`src/rtl/common_defs.sv`:
```
// ============================================================================
// common_defs
// Shared preprocessor helpers for the memory streaming blocks.
// Revision: 1.0
// ============================================================================
`default_nettype none
`ifndef COMMON_DEFS_SV
`define COMMON_DEFS_SV

// Clamped to 1 so that a DEPTH of 1 still yields a legal one-bit address.
`define CLOG2(x) (((x) <= 1) ? 1 : $clog2(x))

`endif
`default_nettype wire

```
`src/rtl/mem_stream_reader_pkg.sv`:
```
// ============================================================================
// mem_stream_reader_pkg
// Constants and helpers shared by the burst reader and its output buffer.
// Revision: 1.0
// ============================================================================
`default_nettype none

package mem_stream_reader_pkg;

    localparam int unsigned c_BUF_ENTRIES = 2;

    function automatic int unsigned wrap_inc(input int unsigned addr, input int unsigned depth);
        return (addr + 1 >= depth) ? 0 : addr + 1;
    endfunction

endpackage

`default_nettype wire

```
`src/rtl/stream_skid_buf.sv`:
```
// ============================================================================
// stream_skid_buf
// Two-entry in-order buffer between the RAM read port and the stream output.
// Revision: 1.0
// ============================================================================
`default_nettype none

module stream_skid_buf #(
    parameter int WIDTH = 8
) (
    input  logic             clk,
    input  logic             rst,
    input  logic             i_valid,
    input  logic [WIDTH-1:0] i_data,
    input  logic             i_ready,
    output logic             o_valid,
    output logic [WIDTH-1:0] o_data,
    output logic [1:0]       o_level
);

    logic [WIDTH-1:0] r_head;
    logic [WIDTH-1:0] r_tail;
    logic [1:0]       r_level;
    logic             w_pop;

    assign w_pop   = i_ready && (r_level != 2'd0);
    assign o_valid = (r_level != 2'd0);
    assign o_data  = r_head;
    assign o_level = r_level;

    // The head only moves on a pop, which keeps o_data stable under backpressure.
    always_ff @(posedge clk) begin
        if (rst) begin
            r_head  <= '0;
            r_tail  <= '0;
            r_level <= 2'd0;
        end else begin
            case ({i_valid, w_pop})
                2'b10: begin
                    if (r_level == 2'd0) begin
                        r_head <= i_data;
                    end else begin
                        r_tail <= i_data;
                    end
                    r_level <= r_level + 2'd1;
                end
                2'b01: begin
                    r_head  <= r_tail;
                    r_level <= r_level - 2'd1;
                end
                2'b11: begin
                    if (r_level == 2'd2) begin
                        r_head <= r_tail;
                        r_tail <= i_data;
                    end else begin
                        r_head <= i_data;
                    end
                end
                default: begin
                end
            endcase
        end
    end

endmodule

`default_nettype wire

```
`src/rtl/mem_stream_reader.sv`:
```
// ============================================================================
// mem_stream_reader
// Reads a wrapping burst from a registered single-port RAM onto a valid/ready stream.
// Revision: 1.0
// ============================================================================
`include "common_defs.sv"
`default_nettype none

module mem_stream_reader
    import mem_stream_reader_pkg::*;
#(
    parameter int WIDTH = 8,
    parameter int DEPTH = 64
) (
    input  logic                        clock,
    input  logic                        reset,
    input  logic                        start,
    input  logic [`CLOG2(DEPTH)-1:0]    base,
    input  logic [`CLOG2(DEPTH+1)-1:0]  count,
    output logic                        busy,
    output logic                        done,
    output logic [`CLOG2(DEPTH)-1:0]    mem_address,
    output logic                        mem_wr_en,
    input  logic [WIDTH-1:0]            mem_q,
    output logic [WIDTH-1:0]            out_data,
    output logic                        out_valid,
    input  logic                        out_ready
);

    localparam int c_ADDR_W = `CLOG2(DEPTH);
    localparam int c_CNT_W  = `CLOG2(DEPTH+1);

    localparam logic [1:0] c_ST_IDLE  = 2'd0;
    localparam logic [1:0] c_ST_READ  = 2'd1;
    localparam logic [1:0] c_ST_DRAIN = 2'd2;

    logic [1:0]          r_state;
    logic [c_ADDR_W-1:0] r_addr;
    logic [c_CNT_W-1:0]  r_remaining;
    logic [c_CNT_W-1:0]  r_out_left;
    logic                r_inflight;
    logic                r_zero_done;

    logic                w_buf_valid;
    logic [1:0]          w_level;
    logic                w_pop;
    logic [2:0]          w_occ;
    logic                w_issue;
    logic                w_last_pop;
    logic [c_ADDR_W-1:0] w_next_addr;

    assign out_valid   = w_buf_valid && !reset;
    assign w_pop       = out_valid && out_ready;
    assign busy        = (r_state != c_ST_IDLE) && !reset;
    assign mem_address = reset ? '0 : r_addr;
    assign mem_wr_en   = 1'b0;

    // Occupancy after this cycle's pop; the word on mem_q lands in the buffer next edge.
    assign w_occ       = {1'b0, w_level} + {2'b00, r_inflight} - {2'b00, w_pop};
    assign w_issue     = (r_state == c_ST_READ) && (w_occ < 3'(c_BUF_ENTRIES));
    assign w_last_pop  = (r_state == c_ST_DRAIN) && w_pop && (r_out_left == c_CNT_W'(1));
    assign done        = !reset && (w_last_pop || r_zero_done);
    assign w_next_addr = c_ADDR_W'(wrap_inc(32'(r_addr), DEPTH));

    always_ff @(posedge clock) begin
        if (reset) begin
            r_state     <= c_ST_IDLE;
            r_addr      <= '0;
            r_remaining <= '0;
            r_out_left  <= '0;
            r_inflight  <= 1'b0;
            r_zero_done <= 1'b0;
        end else begin
            r_zero_done <= 1'b0;
            r_inflight  <= w_issue;
            if (w_pop && (r_out_left != '0)) begin
                r_out_left <= r_out_left - c_CNT_W'(1);
            end
            case (r_state)
                c_ST_IDLE: begin
                    if (start) begin
                        if (count != '0) begin
                            r_addr      <= base;
                            r_remaining <= count;
                            r_out_left  <= count;
                            r_state     <= c_ST_READ;
                        end else begin
                            r_zero_done <= 1'b1;
                        end
                    end
                end
                c_ST_READ: begin
                    if (w_issue) begin
                        r_remaining <= r_remaining - c_CNT_W'(1);
                        // The final address stays on the bus rather than running ahead.
                        if (r_remaining == c_CNT_W'(1)) begin
                            r_state <= c_ST_DRAIN;
                        end else begin
                            r_addr <= w_next_addr;
                        end
                    end
                end
                c_ST_DRAIN: begin
                    if (w_last_pop) begin
                        r_state <= c_ST_IDLE;
                    end
                end
                default: begin
                    r_state <= c_ST_IDLE;
                end
            endcase
        end
    end

    stream_skid_buf #(
        .WIDTH (WIDTH)
    ) u_skid_buf (
        .clk     (clock),
        .rst     (reset),
        .i_valid (r_inflight),
        .i_data  (mem_q),
        .i_ready (out_ready),
        .o_valid (w_buf_valid),
        .o_data  (out_data),
        .o_level (w_level)
    );

endmodule

`default_nettype wire

```
`config.mk`:
```
export PLATFORM = sky130hd
export DESIGN_NAME = mem_stream_reader
export DESIGN_NICKNAME = d
export VERILOG_FILES = /design/src/rtl/mem_stream_reader_pkg.sv /design/src/rtl/stream_skid_buf.sv /design/src/rtl/mem_stream_reader.sv
export VERILOG_INCLUDE_DIRS = /design/src /design/src/rtl
export SDC_FILE = /design/constraint.sdc
export NUM_CORES = 1
export LEC_CHECK = 0
export BUFFER_PORTS_ARGS = -buffer_cell sky130_fd_sc_hd__buf_2
export CAP_MARGIN = 20
export CORE_ASPECT_RATIO = 0.9
export CORE_MARGIN = 5
export CORE_UTILIZATION = 47
export CTS_BUF_LIST = sky130_fd_sc_hd__clkbuf_8
export DETAILED_ROUTE_END_ITERATION = 16
export PLACE_DENSITY = 0.69
export SLEW_MARGIN = 30
export SYNTH_ARGS = -nofsm -noshare
export SYNTH_HDL_FRONTEND = slang
export SYNTH_SLANG_ARGS = --single-unit
export TNS_END_PERCENT = 5
```
`constraint.sdc`:
```
create_clock -name clock -period 3.9 [get_ports clock]
set_input_delay 0.78 -clock clock [delete_from_list [all_inputs] [get_ports clock]]
set_output_delay 0.78 -clock clock [all_outputs]
set_load 0.02 [all_outputs]
```
---- Word level (Yosys, flattened, before mapping) ----
Cells that the tools add are included.
operators by class
  add/sub/neg operators ................... 7
  order comparisons ....................... 2
  equality and inequality tests ........... 17
  mux-type cells .......................... 29
  bitwise gates (word level) .............. 2
  reduce and logical (&&, ||, !) cells .... 27
operators with widths
  kind                   number
  $mux W7                7
  $mux W6                6
  $mux W8                4
  $pmux W8 S3            1
  $pmux W8 S2            1
  $eq A7 B1 Y1 const B   2
  $pmux W7 S2            1
  $reduce_bool A7 Y1     2
  $sub A7 B1 Y7 const B  2
  $ne A2 B2 Y1 const B   6
  $pmux W6 S2            1
  $mux W2                5
  $reduce_and A5 Y1      2
  $reduce_bool A2 Y1     5
  $logic_and A1 B1 Y1    9
  $eq A2 B2 Y1 const B   4
  $add A6 B1 Y7 const B  1
  $ge A7 B7 Y1 const B   1
  $ne A2 B1 Y1 const B   3
  $pmux W2 S3            1
  $eq A2 B1 Y1 const B   2
  $logic_not A2 Y1       2
  $pmux W2 S2            1
  $reduce_and A4 Y1      1
  other kinds (13)       14
word-level totals
  bits in registers ....................... 42
  input bits .............................. 25
  output and inout bits ................... 18
  logic and storage cells ................. 93

---- Longest topological paths before layout ----
Gate-level depths: netlist of the first run.
  word-level depth ........................ 8
  mapped depth ............................ 11
  gate-level depth less buffers ........... 10

---- Cells and area by module ----
A second synthesis of the first run with hierarchy kept.
unflattened totals
  cells, all modules ...................... 324
  area, all modules ....................... 2,646.3 um^2
by module, submodules not included
  module             instances  cells each  area an instance (um^2)
  mem_stream_reader  1          215         1,644.1
  stream_skid_buf    1          109         1,002.2

---- Worst setup path before layout of the first run ----
Ideal clock, no wire load.
  path kind ............................... in2reg
  start ................................... input reset
  end ..................................... register r_remaining[2]
  setup time .............................. 0.075 ns
  arrival time ............................ 3.006 ns
  data required time ...................... 3.825 ns
  slack ................................... 0.819 ns
  cell stages on the path ................. 9
  path buffers ............................ 0
  cells stage by stage .................... o21ba_2 and2_1 ha_1 nand2b_1 fa_1 xnor2_2 a31oi_2 or4_1 a31oi_1
on the way
  word-level cells in the longest chain between the ends .. 8
ends and longest elaborated chain
  item                                line                     RTL
  start: declaration                  mem_stream_reader.sv:16  input logic reset,
  $logic_not A1 Y1                    mem_stream_reader.sv:52  assign out_valid = w_buf_valid && !reset;
  $logic_and A1 B1 Y1                 mem_stream_reader.sv:52
  $logic_and A1 B1 Y1                 mem_stream_reader.sv:53  assign w_pop = out_valid && out_ready;
  $sub A3 B1 Y3                       mem_stream_reader.sv:59  assign w_occ = {1'b0, w_level} + {2'b00, r_inflight} - {2'b00, w_pop};
  $lt A3 B2 Y1                        mem_stream_reader.sv:60  assign w_issue = (r_state == c_ST_READ) && (w_occ < 3'(c_BUF_ENTRIES));
  $logic_and A1 B1 Y1                 mem_stream_reader.sv:60
  $ne A2 B2 Y1 (no source line)       --
  $reduce_and A4 Y1 (no source line)  --
  end signal: assignment              mem_stream_reader.sv:84  r_remaining <= count;
  end signal: assignment              mem_stream_reader.sv:94  r_remaining <= r_remaining - c_CNT_W'(1);
  end: declaration                    mem_stream_reader.sv:39  logic [c_CNT_W-1:0] r_remaining;
Parallel ways exist; a longest one is shown, timed or not.
A chain may end at the register's enable or synchronous reset.

---- Worst setup path after layout of the first run ----
Ends and elaborated chain as after synthesis.

==> results of run 1 <==
==> final cells by class <==
type / instances / area (um2)
fill: 481 / 2180
multi-input combinational: 217 / 1440
sequential: 42 / 841
timing repair buffer: 42 / 213
tap: 65 / 81.3
clock buffer: 5 / 68.8
inverter: 13 / 48.8
clock inverter: 3 / 26.3
==> tightest hold or removal path, stage by stage (launching register included) <==
cell,delay [ns]
dfxtp_1,0.32
o21ai_1,0.06
a21oi_1,0.06
==> state kept, by name (all words and copies together), names as in the netlist, 2 cells and up <==
| name | cells |
|---|---|
| r_addr | 6 |
| r_out_left | 7 |
| r_remaining | 7 |
| r_state | 2 |
| u_skid_buf.o_data | 8 |
| u_skid_buf.o_level | 2 |
| u_skid_buf.r_tail | 8 |
==> cell usage after synthesis, types with 3 or more instances <==
cell type  instances
o21ai_1           12
nor2_1            36
inv_1             11
nand2b_1           4
nor3_1            17
or4_1              3
o21ai_0            5
a222oi_1           8
and2_1             3
nand3_1            5
clkbuf_1           8
xnor2_1            5
nor2b_1            8
nand2_1           30
a21oi_1           16
mux2i_1           10
ha_1               9
dfxtp_1           42
==> cells in the final DEF (no fill, tap or decap), types with 3 or more instances in the layout <==
cell type	instances
dfxtp_1	42
buf_2	41
nor2_1	36
nand2_1	30
nor3_1	17
a21oi_1	16
o21ai_1	12
inv_1	11
mux2i_1	10
ha_1	9
nor2b_1	8
a222oi_1	8
nand3_1	5
o21ai_0	5
xnor2_1	5
clkbuf_8	5
nand2b_1	4
and2_1	3
or4_1	3
inv_6	3
==> worst paths after layout <==
kind	from	end	slack, ns	depth (start not counted)
worst max-delay path	reset	r_remaining[2]	0.89	10
worst min-delay path	r_remaining[5]	r_remaining[5]	0.48	2
worst max register to register	u_skid_buf.o_level[0]	r_remaining[2]	0.95	9
worst min register to register	r_remaining[5]	r_remaining[5]	0.48	2
==> per-layer routing <==
| metal | GRT usage | part of all wire | up-vias |
|---|---|---|---|
| met1 | 0.228 | 0.49 | 1020 |
| met5 | 0 | 0 | - |
| met3 | 0.0381 | 0.054 | 3 |
| met4 | 0.0538 | 0.0050 | 0 |
| li1 | - | - | 1106 |
| met2 | 0.261 | 0.45 | 56 |
==> cells by family after synthesis <==
kind of cell / synth area share
AOI/OAI and AO/OA: 0.232
other: 0.00157
DFF: 0.353
xor gates and xnor gates: 0.0326
adders and majority gates: 0.0557
and+or+nand+nor: 0.240
muxes: 0.0420
buffers and inverters: 0.0436
==> power by group through the flow <==
stage                     sequential (uW)  combinational [uW]  clock, uW
final                                 610                 657        303
after CTS                             609                 658        315
after global placement                617                 643          0
after detailed placement              618                 652          0
after floorplan                       629                 489          0
after global routing                  626                 732        336
==> metrics by stage <==
step	utilization	std cells	cell area [um2]	setup slack, ns
floorplan	-	285	2380	0.819
global placement	0.536	379	2620	0.688
detailed placement	0.536	379	2620	0.618
CTS	0.555	387	2720	0.904
global route	0.555	387	2720	0.752
finish	0.555	387	2720	0.893
==> qor.txt, run 1 <==
Clock Path Buffers - 2
Unique masters post-synth - 62
RSZ-0062 raised after global routing - false
I/O pins - 43
Clk pin slew, worst setup/hold paths - 0.09 ns
Psw - 654 uW
CTS resizes - 0
critical path class - primary input to register
main area contributors after synthesis - dfxtp_1, nor2_1, ha_1
Core Rows - 24
net count reported at finish - 356
Antenna Cells - 0
# setup viols final - 0
Final Max Slew Viols - 0
vias per inst - 5.65
Synth-to-Final Area Change - 14.0%
core box area - 4890 um2
number of global-route vias before repair - 2,047
Syn Inst Count - 285
Initial DRC Count - 253
DRT antenna net count - 0
DRC violations left - 0
Post-Route WL - 5420 um
#FFs+latches synth - 42
Post-synth EDFFs - 0
TNS Setup - 0 ns
Flop pwr share - 0.389
drt first pass iters - 6
warning count from the yosys run - 0
f_max - 333 MHz
Critical Path RT - 4.13 ns
die width - 85.0 um
Post-Syn Nets - 320
most frequently used flop master after synthesis - dfxtp_1
Final Hold Vio Count - 0
GRT Util Overall - 0.167
per-cell routed wire length - 14.0 um
Die Span Y - 77.5 um
worst-path fanout max - 7
Initial Utilization - 0.487
nature of the critical path startpoint - primary input
Final period util - 0.771
initial antenna violation count - 0
switch share - 0.416
CTS tree - done
Pleak - 0.00106 uW
cell area power density - 578 nW/um2
Async SR Flop Fraction - 0
slew margin rel. - 0.441
RePlAce Congestion - 0.863
CTS H-tree depth - 2
Critical Path Sink Type - register
first-pass GRT wire length - 9250 um
Post-CTS Setup Bufs - 0
Worst-Skew Late Latency - 0.30 ns
Clk pwr share - 0.193
share of post-route cells with drive strength above 1 - 0.214
Total Power - 1570 uW
post-synthesis cell area - 2380 um2
GR Overflow Total - 0
slowest stage delay, CP - 0.46 ns
leading area contributor after synthesis - dfxtp_1
vias post-DR - 2,185
critical path's slowest cell - or4_1
actual slew at the worst max-slew pin - 0.833 ns
HPWL after DPL - 3970 um
hold_ws - 0.484 ns
die area - 6590 um2
Period minus WS final - 3.01 ns
Crit path max-delay family - simple AND/OR/NAND/NOR gates
Hold Buf Count CTS - 0
Worst Hold Class - register to register
WP buf/inv - 1
root buffer selected by CTS - clkbuf_8
Final Skew - 0.00927 ns
Comb pwr share - 0.418
largest net degree at the start of global routing - 48
sequential area share after synthesis - 0.353
status - completed
total CTS buffers - 5
Post-Syn Area per Cell - 8.36 um2
Critical Path AT - 3.24 ns
I/O Buffers - 41
maximum VDD drop - 283 uV
worst-path cell chain - buf_2 > o21ba_2 > and2_1 > ha_1 > nand2b_1 > fa_1 > xnor2_2 > a31oi_2 > or4_1 > a31oi_1
Internal Power - 917 uW
TritonCTS Sinks - 42
Max Cap Viol - 0
top-area cell type share of the netlist area - 0.353
Note: power is estimated with default switching activity, not from simulation.
==> inputs of run 2 (changes only) <==
Settings changed: PLACE_DENSITY 0.69 to 0.72.
Clock period 3.9 ns to 2.5 ns, I/O delays scaled along.
==> qor.txt, run 2 (synthesis results as in run 1) <==
die width - 85.0 um
CTS tree - done
Critical Path RT - 2.00 ns
number of global-route vias before repair - 2,096
Max Cap Viol - 0
first-pass GRT wire length - 9770 um
slew margin rel. - 0.544
Pleak - 0.00116 uW
drt first pass iters - 8
Worst Hold Class - primary input to register
vias per inst - 5.60
Critical Path AT - 1.98 ns
Fill cells - 434
Initial DRC Count - 134
initial antenna violation count - 0
I/O pins - 43
Final Max Slew Viols - 0
maximum VDD drop - 677 uV
Final Skew - 0.00472 ns
RePlAce Congestion - 0.842
share of post-route cells with drive strength above 1 - 0.294
Total Power - 2640 uW
Clock Path Buffers - 2
HPWL after DPL - 4250 um
Worst-Skew Late Latency - 0.30 ns
Synth-to-Final Area Change - 23.4%
actual slew at the worst max-slew pin - 0.684 ns
Initial Utilization - 0.487
vias post-DR - 2,252
Final Hold Vio Count - 0
most frequent cells in the layout - buf_2, dfxtp_1, nor2_1
net count reported at finish - 371
Die Span Y - 77.5 um
die area - 6590 um2
# setup viols final - 0
total CTS buffers - 5
commonest non-fill, non-tap cell in the layout - buf_2
GR Overflow Total - 0
worst-path fanout max - 5
TritonCTS Sinks - 42
Clk pin slew, worst setup/hold paths - 0.08 ns
DRT antenna net count - 0
Critical Path Sink Type - primary output
largest net degree at the start of global routing - 48
f_max - 403 MHz
core box area - 4890 um2
Period minus WS final - 2.48 ns
RSZ-0062 raised after global routing - true
Post-Route WL - 5920 um
area of the multi-input gates - 1540 um2
per-cell routed wire length - 14.7 um
critical path class - register to primary output
Core Rows - 24
root buffer selected by CTS - clkbuf_8
Seq. cell area - 845 um2
CTS H-tree depth - 2
cell area power density - 897 nW/um2
I/O Buffers - 41
nature of the critical path startpoint - register
status - completed
DRC violations left - 0
GRT Util Overall - 0.178
Final period util - 0.991
Antenna Cells - 0
Final Util - 0.601
-- run 2: cell count changes in the layout (fill, tap and decap cells not counted), sizes merged --
| cell | previous run | this run |
|---|---|---|
| clkinvlp | 0 | 1 |
| clkbuf | 5 | 6 |
| inv | 16 | 13 |
| buf | 42 | 57 |
| clkinv | 0 | 1 |
-- run 2: final cells by class --
class                           instances  share of cell area
Timing Repair Buffer                   57               0.111
Tap cell                               65              0.0277
Sequential cell                        42               0.287
Inverter                               13              0.0166
Clock inverter                          2             0.00426
Clock buffer                            6              0.0281
Multi-Input combinational cell        217               0.525
-- run 2: worst paths after layout --
path	to	cells past startpoint	slack (ns)	from
max	done	5	0.02	r_out_left[2]
max reg2reg	r_addr[3]	10	0.03	u_skid_buf.o_level[0]
min	r_out_left[4]	3	0.45	count[4]
min reg2reg	r_remaining[5]	2	0.49	r_remaining[5]
-- run 2: where the power goes --
part           switching [uW]  internal (uW)
clock                     245            222
sequential                137            808
combinational             694            533
-- run 2: per-stage QoR --
step	instance area (um2)	std cells	setup WS [ns]	hold slack, ns	setup TNS [ns]
global route	2940	402	-0.0625	0.460	-0.279
CTS	2900	401	0.0123	0.442	0
detailed placement	2790	393	-0.297	0.481	-2.98
global placement	2790	393	-0.227	0.471	-2.28
finish	2940	402	0.0215	0.445	0
floorplan	2440	285	-0.134	0.458	-0.917
-- run 2: repair_timing --
action / in CTS / in global routing
gates cloned: 0 / 0
gates resized for setup: 5 / 7
hold buffers: 0 / 0
buffers inserted: 0 / 1
endpoints found under the setup margin: 3 / 8
pin swaps: 1 / 3
-- run 2: metal layers --
metal,GRT usage,vias up,wire length [um]
met5,0,-,0
met4,0.0506,0,87
met3,0.0381,10,383
met2,0.269,80,2570
met1,0.253,1040,2880
li1,-,1122,-
-- run 2: worst max-delay path, stage by stage, from the launching register on --
cell and delay (ns):
dfxtp_2 0.35, or4_4 0.57, nor2_2 0.10, nand3_1 0.12
o32ai_2 0.33, buf_4 0.20
==> inputs of run 3 (changes only) <==
Settings changed: ABC_AREA set to 1, CORE_UTILIZATION 47 to 58, PLACE_DENSITY 0.72 to 0.82.
Clock period 2.5 ns to 2.75 ns, I/O delays scaled along.
==> qor.txt, run 3 <==
most frequent cells in the layout - nand2_1, inv_1, nor2_1
area of the multi-input gates - 1410 um2
Final Skew - 0.00912 ns
Total Power - 3100 uW
sequential area share after synthesis - 0.326
DRT antenna net count - 0
warning count from the yosys run - 0
Core Rows - 23
cell area power density - 1060 nW/um2
Die Span Y - 73.2 um
Seq. cell area - 846 um2
vias post-DR - 2,495
worst-path fanout max - 9
actual slew at the worst max-slew pin - 0.640 ns
drt first pass iters - 5
net count reported at finish - 468
CTS H-tree depth - 2
Period minus WS final - 2.54 ns
Post-Syn Area per Cell - 6.56 um2
Final period util - 0.922
GR Overflow Total - 0
Post-CTS Setup Bufs - 0
HPWL after DPL - 4280 um
Fill cells - 414
Initial DRC Count - 177
die width - 80.3 um
critical path class - register to register
Commonest cells post-synth - nand2_1, inv_1, nor2_1
Critical Path AT - 2.71 ns
Synth-to-Final Area Change - 13.5%
Unique masters post-synth - 35
DRC violations left - 0
Pleak - 0.00148 uW
leading area contributor after synthesis - dfxtp_1
Syn Inst Count - 393
Worst-Skew Late Latency - 0.30 ns
RePlAce Congestion - 0.892
Placed Cells - 488
Async SR Flop Fraction - 0
TritonCTS Sinks - 42
Clock Path Buffers - 2
Final Util - 0.668
TNS Setup - 0 ns
total CTS buffers - 5
#FFs+latches synth - 42
top-area cell type share of the netlist area - 0.326
Max Cap Viol - 0
# setup viols final - 0
Finished Layout Cells - 496
core box area - 4370 um2
I/O Buffers - 41
root buffer selected by CTS - clkbuf_8
largest net degree at the start of global routing - 23
Post-synth EDFFs - 0
initial antenna violation count - 0
die area - 5880 um2
Worst Hold Class - register to register
CTS tree - done
nature of the critical path startpoint - register
main area contributors after synthesis - dfxtp_1, nand2_1, inv_1
status - completed
maximum VDD drop - 556 uV
Antenna Cells - 0
Final Hold Vio Count - 0
commonest non-fill, non-tap cell in the layout - nand2_1
Critical Path RT - 2.93 ns
Final Max Slew Viols - 0
number of global-route vias before repair - 2,253
most frequently used flop master after synthesis - dfxtp_1
f_max - 394 MHz
I/O pins - 43
GRT Util Overall - 0.208
share of post-route cells with drive strength above 1 - 0.182
vias per inst - 5.03
Post-Syn Nets - 428
Critical Path Sink Type - register
RSZ-0062 raised after global routing - false
Initial Utilization - 0.589
Post-Route WL - 5720 um
slew margin rel. - 0.570
hold_ws - 0.458 ns
first-pass GRT wire length - 9670 um
top-count cell post-synth - nand2_1
post-synthesis cell area - 2580 um2
Clk pin slew, worst setup/hold paths - 0.08 ns
per-cell routed wire length - 11.5 um
## run 3: changes by cell type after synthesis, sizes merged, moves of 5 or more
cell	change
a21oi	+12
a222oi	-8
clkbuf	-6
inv	+56
mux2i	-10
nand2	+62
nand3	+12
nor2	+19
nor2b	-8
nor3	-15
o21ai	+23
o22ai	+9
xnor2	-5
## run 3: stage by stage
step           area, um2  setup slack [ns]
6_report            2920             0.213
5_1_grt             2920            0.0180
3_5_place_dp        2800            0.0580
2_1_floorplan       2580             0.355
3_3_place_gp        2800             0.140
4_1_cts             2910            0.0782
## run 3: area by class of cell
cell class                 count  share of cell area
multi-input combinational    272               0.482
clock inverter                 3              0.0137
timing repair buffer          43              0.0753
clock buffer                   5              0.0235
inverter                      69              0.0895
sequential                    42               0.289
tap                           62              0.0265
## run 3: critical path, stage by stage, from the launching register on
cell and delay [ns]:
dfxtp_4 0.37, inv_2 0.11, nand2_4 0.08, nand2_4 0.10, nor2_8 0.05, ha_1 0.26, or2_2 0.30, fa_1 0.52
nand4_1 0.14, nand2_2 0.16, nand2_4 0.10, o21ai_0 0.16, a21oi_1 0.06
## run 3: where the power goes
| group | internal [uW] | total, uW | switching (uW) |
|---|---|---|---|
| Sequential | 824 | 993 | 169 |
| Clock | 267 | 482 | 215 |
| Combinational | 544 | 1620 | 1080 |
## run 3: worst paths after layout
| kind | end | startpoint | cells past startpoint | slack [ns] |
|---|---|---|---|---|
| worst max-delay path | r_remaining[0] | u_skid_buf.o_level[1] | 12 | 0.21 |
| worst min-delay path | u_skid_buf.r_tail[7] | u_skid_buf.r_tail[7] | 2 | 0.46 |
| worst max register to register | r_remaining[0] | u_skid_buf.o_level[1] | 12 | 0.21 |
| worst min register to register | u_skid_buf.r_tail[7] | u_skid_buf.r_tail[7] | 2 | 0.46 |
## run 3: per-layer routing
layer	share of wire	routed length [um]	track usage	vias to the layer above
met4	0.012	71	0.0694	0
met5	0	0	0	-
met3	0.052	300	0.0531	6
met2	0.46	2620	0.336	60
met1	0.48	2730	0.271	1112
li1	-	-	-	1317
## run 3: cells by family after synthesis
kind of cell | share of synthesized area
flops | 0.326
buf+inv | 0.128
other cells | 0.00146
simple gates | 0.304
xor+xnor | 0.0165
fa+ha+maj | 0.0515
compound gates | 0.173
## run 3: timing repair
action | in CTS | in global routing
gates resized for setup | 0 | 5
endpoints found under the hold margin | 0 | 0
hold buffers | 0 | 0
setup endpoints to repair | 0 | 14
